<file path="src/rtl/ram_port_adapter_if.sv">
// Bus bundle between an upstream requester, the ram_port_adapter and one synchronous RAM port.
// Both req and rsp channels use valid/ready: a beat transfers on a cycle where valid & ready are both 1.
interface ram_port_adapter_if #(
   parameter int D_WIDTH = 32,
   parameter int A_WIDTH = 12
);
   logic               req_valid;
   logic               req_ready;
   logic               req_wr;
   logic [A_WIDTH-1:0] req_addr;
   logic [D_WIDTH-1:0] req_wdata;
   logic               rsp_valid;
   logic               rsp_ready;
   logic [D_WIDTH-1:0] rsp_rdata;
   logic [A_WIDTH-1:0] ram_addr;
   logic [D_WIDTH-1:0] ram_wdata;
   logic               ram_wr;
   logic [D_WIDTH-1:0] ram_rdata;

   // Adapter side.
   modport slave (
      input  req_valid, req_wr, req_addr, req_wdata, rsp_ready, ram_rdata,
      output req_ready, rsp_valid, rsp_rdata, ram_addr, ram_wdata, ram_wr
   );

   // Requester / RAM side.
   modport master (
      output req_valid, req_wr, req_addr, req_wdata, rsp_ready, ram_rdata,
      input  req_ready, rsp_valid, rsp_rdata, ram_addr, ram_wdata, ram_wr
   );
endinterface

</file>
<file path="src/rtl/ram_port_adapter.sv">
// Adapts a valid/ready request stream onto one synchronous RAM port and buffers
// read results in a 2-entry response FIFO so a stalled consumer never loses data.
module ram_port_adapter #(
   parameter int D_WIDTH = 32,
   parameter int A_WIDTH = 12
) (
   input  logic                 clk,
   input  logic                 rst_n,
   ram_port_adapter_if.slave    bus,
   output logic [1:0]           o_dbg_count,
   output logic                 o_dbg_inflight
);

   logic [1:0]         r_count;
   logic               r_inflight;
   logic               r_wptr;
   logic               r_rptr;
   logic [D_WIDTH-1:0] r_fifo [2];

   logic               w_pop;
   logic               w_push;
   logic               w_accept;
   logic               w_space;
   logic [2:0]         w_level;

   // Slots already claimed (stored + in flight) minus the one leaving this
   // cycle; a new read may only issue if a slot is guaranteed for its data.
   always_comb begin
      w_pop    = (r_count != 2'd0) & bus.rsp_ready;
      w_push   = r_inflight;
      w_level  = {1'b0, r_count} + {2'b00, r_inflight} - {2'b00, w_pop};
      w_space  = (w_level <= 3'd1);
      w_accept = bus.req_valid & w_space;
   end

   // rst_n gates only the outputs; internal state is already held by the async clear.
   assign bus.req_ready = w_space & rst_n;
   assign bus.ram_wr    = bus.req_valid & bus.req_ready & bus.req_wr;
   assign bus.ram_addr  = bus.req_addr;
   assign bus.ram_wdata = bus.req_wdata;

   assign bus.rsp_valid = (r_count != 2'd0);
   assign bus.rsp_rdata = r_fifo[r_rptr];

   assign o_dbg_count    = r_count;
   assign o_dbg_inflight = r_inflight;

   always_ff @(posedge clk or negedge rst_n) begin
      if (!rst_n) begin
         r_inflight <= 1'b0;
      end else begin
         r_inflight <= w_accept & ~bus.req_wr;
      end
   end

   always_ff @(posedge clk or negedge rst_n) begin
      if (!rst_n) begin
         r_fifo[0] <= '0;
         r_fifo[1] <= '0;
         r_wptr    <= 1'b0;
         r_rptr    <= 1'b0;
         r_count   <= 2'd0;
      end else begin
         if (w_push) begin
            r_fifo[r_wptr] <= bus.ram_rdata;
            r_wptr         <= ~r_wptr;
         end
         if (w_pop) begin
            r_rptr <= ~r_rptr;
         end
         case ({w_push, w_pop})
            2'b10:   r_count <= r_count + 2'd1;
            2'b01:   r_count <= r_count - 2'd1;
            default: r_count <= r_count;
         endcase
      end
   end

endmodule
</file>
<file path="src/flat_wrapper.sv">
// flat-port wrapper written by rule: the top's interface ports become plain ports
module ram_port_adapter_flat 
#(
   parameter int D_WIDTH = 32,
   parameter int A_WIDTH = 12
)
  (clk, rst_n, o_dbg_count, o_dbg_inflight, bus_req_valid, bus_req_wr, bus_req_addr, bus_req_wdata, bus_rsp_ready, bus_ram_rdata, bus_req_ready, bus_rsp_valid, bus_rsp_rdata, bus_ram_addr, bus_ram_wdata, bus_ram_wr);
  ram_port_adapter_if #(.D_WIDTH(D_WIDTH), .A_WIDTH(A_WIDTH)) bus_i ();
  input  logic clk;
  input  logic rst_n;
  output logic [1:0] o_dbg_count;
  output logic o_dbg_inflight;
  input wire logic [$bits(bus_i.req_valid)-1:0] bus_req_valid;
  input wire logic [$bits(bus_i.req_wr)-1:0] bus_req_wr;
  input wire logic [$bits(bus_i.req_addr)-1:0] bus_req_addr;
  input wire logic [$bits(bus_i.req_wdata)-1:0] bus_req_wdata;
  input wire logic [$bits(bus_i.rsp_ready)-1:0] bus_rsp_ready;
  input wire logic [$bits(bus_i.ram_rdata)-1:0] bus_ram_rdata;
  output wire logic [$bits(bus_i.req_ready)-1:0] bus_req_ready;
  output wire logic [$bits(bus_i.rsp_valid)-1:0] bus_rsp_valid;
  output wire logic [$bits(bus_i.rsp_rdata)-1:0] bus_rsp_rdata;
  output wire logic [$bits(bus_i.ram_addr)-1:0] bus_ram_addr;
  output wire logic [$bits(bus_i.ram_wdata)-1:0] bus_ram_wdata;
  output wire logic [$bits(bus_i.ram_wr)-1:0] bus_ram_wr;
  assign bus_i.req_valid = bus_req_valid;
  assign bus_i.req_wr = bus_req_wr;
  assign bus_i.req_addr = bus_req_addr;
  assign bus_i.req_wdata = bus_req_wdata;
  assign bus_i.rsp_ready = bus_rsp_ready;
  assign bus_i.ram_rdata = bus_ram_rdata;
  assign bus_req_ready = bus_i.req_ready;
  assign bus_rsp_valid = bus_i.rsp_valid;
  assign bus_rsp_rdata = bus_i.rsp_rdata;
  assign bus_ram_addr = bus_i.ram_addr;
  assign bus_ram_wdata = bus_i.ram_wdata;
  assign bus_ram_wr = bus_i.ram_wr;
  ram_port_adapter #(.D_WIDTH(D_WIDTH), .A_WIDTH(A_WIDTH)) u_core (.clk(clk), .rst_n(rst_n), .bus(bus_i), .o_dbg_count(o_dbg_count), .o_dbg_inflight(o_dbg_inflight));
endmodule
</file>
<file path="config.mk">
export PLATFORM = sky130hd
export DESIGN_NAME = ram_port_adapter_flat
export DESIGN_NICKNAME = d
export VERILOG_FILES = /design/src/rtl/ram_port_adapter_if.sv /design/src/rtl/ram_port_adapter.sv /design/src/flat_wrapper.sv
export SDC_FILE = /design/constraint.sdc
export NUM_CORES = 1
export LEC_CHECK = 0
export BUFFER_PORTS_ARGS = -buffer_cell sky130_fd_sc_hd__buf_2
export CAP_MARGIN = 10
export CORE_UTILIZATION = 46
export CTS_CLUSTER_DIAMETER = 30
export CTS_CLUSTER_SIZE = 10
export DETAILED_ROUTE_END_ITERATION = 8
export PLACE_DENSITY = 0.86
export SYNTH_ARGS = -nofsm -noshare
export SYNTH_HDL_FRONTEND = slang
export SYNTH_SLANG_ARGS = --single-unit
</file>
<file path="constraint.sdc">
create_clock -name clk -period 2.4 [get_ports clk]
set_clock_uncertainty 0.1 [all_clocks]
set_input_delay 0.24 -clock clk [delete_from_list [all_inputs] [get_ports clk]]
set_output_delay 0.24 -clock clk [all_outputs]
set_load 0.05 [all_outputs]
</file>
Word-level counts from Yosys, hierarchy flattened:

Index checks and enable logic that the tools add are counted.

* register bits after elaboration: 69
* output and inout bits: 82
* word-level logic and storage cells: 37

* add/sub/neg operators: 4
* order comparisons: 4
* equality and inequality tests: 2
* mux-type cells: 7
* bitwise logic cells: 11
* reductions and logical operators: 3

Operator list (count)
* 32-bit two-way mux: 4
* 64-bit bitwise mux: 1
* 32-bit demux with 1-bit select: 1
* 1-bit bitwise AND: 6
* 2-bit >= comparator, second input constant: 2
* 1-bit inverter with 2-bit output: 2
* 2-bit one-hot mux with 2 select lines: 1
* 2-bit nonzero test: 2
* 2-bit by 1-bit adder with 3-bit output: 1
* 3-bit by 1-bit less-or-equal comparator with 1-bit output, second input constant: 1
* 1-bit inverter: 3
* 3-bit by 1-bit subtractor with 3-bit output: 1
* 2-bit by 1-bit adder with 2-bit output, second input constant: 1
* 2-bit by 1-bit equality test with 1-bit output, second input constant: 1
* 2-bit equality test, second input constant: 1
* 2-bit by 1-bit < comparator with 1-bit output, second input constant: 1
* 2-bit by 1-bit subtractor with 2-bit output, second input constant: 1
* 1-bit logical AND: 1

Depth between registers and ports, before layout:

* depth in word-level cells: 7
* depth in mapped cells: 8

Least setup slack after synthesis:

OpenSTA, ideal clock, no wires.

* path kind: flip-flop to output port
* from: reg u_core.r_count[1], in the netlist u_core.o_dbg_count[1]
* to: out bus_ram_wr
* data arrival time: 2625 ps
* required time: 2060 ps
* slack: -565 ps
* stages on the path, launching flop included: 9
* cells stage by stage: dfrtp_1 and3b_1 or2_2 ha_1 inv_1 fa_1 xnor2_1 nand3_1 nor2_1

* word-level cells in the longest chain between the ends: 7
* elaborated cells between the ends (all ways): 8
* those cells by class: add/sub (2); order compare (1); bitwise (4); reduce/logical (1)

Ends and longest elaborated chain
* start: declaration: RTL line ram_port_adapter.sv:14 `logic [1:0] r_count;`
* start signal: assignment: RTL line ram_port_adapter.sv:72 `2'b10: r_count <= r_count + 2'd1;`
* start signal: assignment: RTL line ram_port_adapter.sv:73 `2'b01: r_count <= r_count - 2'd1;`
* start signal: assignment: RTL line ram_port_adapter.sv:74 `default: r_count <= r_count;`
* branches (longest 2 deep; another with 2-bit by 1-bit adder with 3-bit output)
* 3-bit by 1-bit subtractor with 3-bit output (*): RTL line ram_port_adapter.sv:31 `w_level = {1'b0, r_count} + {2'b00, r_inflight} - {2'b00, w_pop};`
* 3-bit by 1-bit less-or-equal comparator with 1-bit output (*): RTL line ram_port_adapter.sv:32 `w_space = (w_level <= 3'd1);`
* 1-bit bitwise AND (*): RTL line ram_port_adapter.sv:37 `assign bus.req_ready = w_space & rst_n;`
* 1-bit bitwise AND (*) (2 in series): RTL line ram_port_adapter.sv:38 `assign bus.ram_wr = bus.req_valid & bus.req_ready & bus.req_wr;`
* end: declaration: RTL line flat_wrapper.sv:24 `output wire logic [$bits(bus_i.ram_wr)-1:0] bus_ram_wr;`

Every way passes the cells marked *.

Worst setup path in the final report:

* from: reg u_core.r_count[0], in the netlist u_core.o_dbg_count[0]
* to: out bus_ram_wr

Same word-level chain as after synthesis.

==> results.txt <==
final max-slew violation count: 0
average cell area after synthesis: 13.9 um^2
instance area after placement: 3560 um^2
cell area after synthesis: 3380 um^2
overflow left after global routing: 0
count of non-filler cells in the finished layout: 388
final-layout fill cell count: 586
number of synthesized register bits: 69
outcome: finished with violations
synth top area cells: dfrtp_1 51%, mux2_2 30%, buf_4 11%, mux2_1 2.3%, buf_6 1.0%
count of maximum capacitance violations: 0
Yosys cell types: 22
number of antenna violations at the first check in global routing: 0
total of warnings raised by yosys: 0
Net Switching: 3010 uW
initial cell density of the core: 48.7%
sort of element at the end of the critical path: output port
critical hold path startpoint: bus_ram_rdata[31]
number of instances in the placed design: 367
slack of the worst reg-to-reg path: 490 ps
failing checks: negative setup slack
row cnt: 30
later-pin clock latency in the skew report: 340 ps
post-synthesis instance total: 244
area growth from synthesis to final layout: 13.3%
fraction of layout cells with a size suffix above 1: 69.2%
logic gate share of total power: 54.4%
Final Net Count: 370
post-detailed-route count of antenna-violating nets: 0
cts bufs inserted: 9
ratio of routed vias to standard cells: 4.94
Final Worst Setup Slack: -139 ps
highest-count cells in the layout ignoring fill and taps: 89 x mux2_2, 72 x buf_2, 67 x dfrtp_1
data arrival time of the worst path: 2200 ps
initial drt markers: 43
cell taking the most area after synthesis: dfrtp_1
maximum number of pins on one net before global-route repair: 68
Crit Path Class: reg -> out
capture point of the worst reg-to-reg path: u_core.o_dbg_inflight
destination of the worst hold path: u_core.r_fifo[63]
length in cells of the worst reg-to-reg path: 8
ratio of final minimum period to clock period: 106%
Max rail drop VDD: 0.000742 V
Core Area: 6940 um^2
type of the most critical hold path: in -> reg
quantity of I/O buffers inserted on ports: 74
count of final hold-check violations: 0
detailed-router iteration count before antenna repair: 4
internal power summed over all cells: 3490 uW
kind of start point of the critical path: flop
sequential fraction of the synthesis area: 51.0%
Slew headroom: 44.5%
n_diodes: 0
clock sinks: 69
syn_nets: 327
Static Leak: 0.00174 uW
Crit Path Max Fanout: 5
final instance area: 3840 um^2
average wire per standard cell: 15.4 um
Least-Margin Pin Slew: 833 ps
RSZ-0062 raised after global routing: true
Tot GR Track Use: 17.2%
number of DRC violations after detailed routing: 0
Seq pwr share: 31.1%
Fmax: 394 MHz
Final TNS setup: -274 ps
Bufs on Longest Clock Path: 2
cell depth of the worst min-delay path: 2
post-detail-place hpwl: 4030 um
DIE AREA: 7700 um^2
GP Congestion: 0.776
shortest clock period the worst path allows after layout: 2540 ps
critical path data required time: 2060 ps
vertical die dimension: 87.8 um
post-detailed-routing wire length: 5960 um
Switching Share: 46.3%
power density normalized to cell area: 1700 nW/um^2
Horiz. Die Dim: 87.8 um
number of setup violations in the final report: 2
Clock Pin Slew Worst Setup and Hold Paths: 80 ps
first-pass GRT wire length: 9800 um
number of global-route vias before repair: 2127
via total after detailed routing: 1915
origin of the critical flop-to-flop path: u_core.o_dbg_count[0]
area share of the largest cell type after synthesis: 51.0%
most common cell after layout, fill and taps aside: mux2_2
CTS Root Buffer Type: clkbuf_8
clock share of power: 14.5%
CTS tree: done
I/O Pins: 163
CTS HTree Levels: 3
## worst max-delay path, stage by stage (launching register included)
cell and delay, ps:
dfrtp_2 420, and3b_1 240, or2_4 140, ha_4 120
inv_2 30, fa_2 350, xnor2_2 170, nand3_2 120
nor2_4 110, buf_8 150
## Yosys cell counts
cell,count
buf_2,3
clkbuf_1,1
a21oi_1,1
buf_6,3
inv_1,1
and3b_1,1
mux2_1,7
nand2_1,4
dfrtp_1,69
xnor2_1,2
fa_1,1
mux2_2,89
nor2_1,3
buf_4,48
nor2b_1,2
or2_2,2
ha_1,1
nand3_1,1
nand2b_1,1
and3_1,1
mux2i_1,1
xor2_1,2
## flip-flops by register name, indices dropped and copies added, names as in the netlist
name and count:
u_core.r_fifo 64, u_core.o_dbg_count 2, u_core.o_dbg_inflight 1, u_core.r_rptr 1
u_core.r_wptr 1
## worst max path at each step
stage / from / to / slack (ps) / depth (start not counted)
4_1_cts: u_core.o_dbg_count[0] / bus_ram_wr / -130 / 8
3_5_place_dp: u_core.o_dbg_count[0] / bus_ram_wr / 30 / 9
2_1_floorplan: u_core.o_dbg_count[1] / bus_ram_wr / 10 / 8
5_1_grt: u_core.o_dbg_count[0] / bus_ram_wr / -250 / 9
3_3_place_gp: u_core.o_dbg_count[0] / bus_ram_wr / 90 / 9
6_report: u_core.o_dbg_count[0] / bus_ram_wr / -140 / 9
## cell type report
cell class,instances,area [um^2],share of cell area (%)
inverter,1,3.75,0.0978
timing repair buffer,87,493,12.9
multi-input combinational,119,1290,33.7
sequential,69,1730,45.1
tap,96,120,3.13
clock buffer,9,124,3.23
clock inverter,7,75.1,1.96
## power groups by stage
stage               Sequential, uW  Combinational [uW]  Clock (uW)
finish                        2030                3540         942
global route                  2110                3730        1020
CTS                           2020                3580         972
detailed placement            2050                3530           0
global placement              2000                3480           0
floorplan                     1990                3090           0
## cells by family (layout without fill, tap and decap cells)
family          count (synthesis)  count (layout)  share of synthesized area, %
mux                            97              97                          32.2
flops                          69              69                          51.0
buf+inv                        56             104                          12.3
simple gates                   15              15                          2.29
xor+xnor                        4               4                          1.04
fa+ha+maj                       2               2                         0.961
compound gates                  1               1                         0.148
## through the flow
stage	hold slack (ps)	power, uW	utilization, %	setup WS [ps]
finish	29.7	6510	55.2	-139
global route	19.3	6860	55.2	-248
CTS	14.4	6580	55.2	-134
detailed placement	-45.3	5580	51.2	27.6
global placement	-50.8	5480	51.2	92.5
floorplan	-156	5080	-	12.6
## what timing repair did
| item | in CTS | in global routing |
|---|---|---|
| setup buffers | 3 | 0 |
| hold buffers | 2 | 0 |
| endpoints found under the hold margin | 3 | 0 |
| gates resized for setup | 8 | 1 |
| endpoints found under the setup margin | 2 | 2 |
| pin swaps | 5 | 0 |
## metal layers
layer  vias up  wire (um)  global-route usage (%)
met5         -          0                       0
met4         0        142                    10.3
met3        21        447                    6.03
met2        70       2920                    29.7
met1       946       2450                    17.9
li1        878          -                       -
No activity file was read; power rests on OpenSTA's default activity.
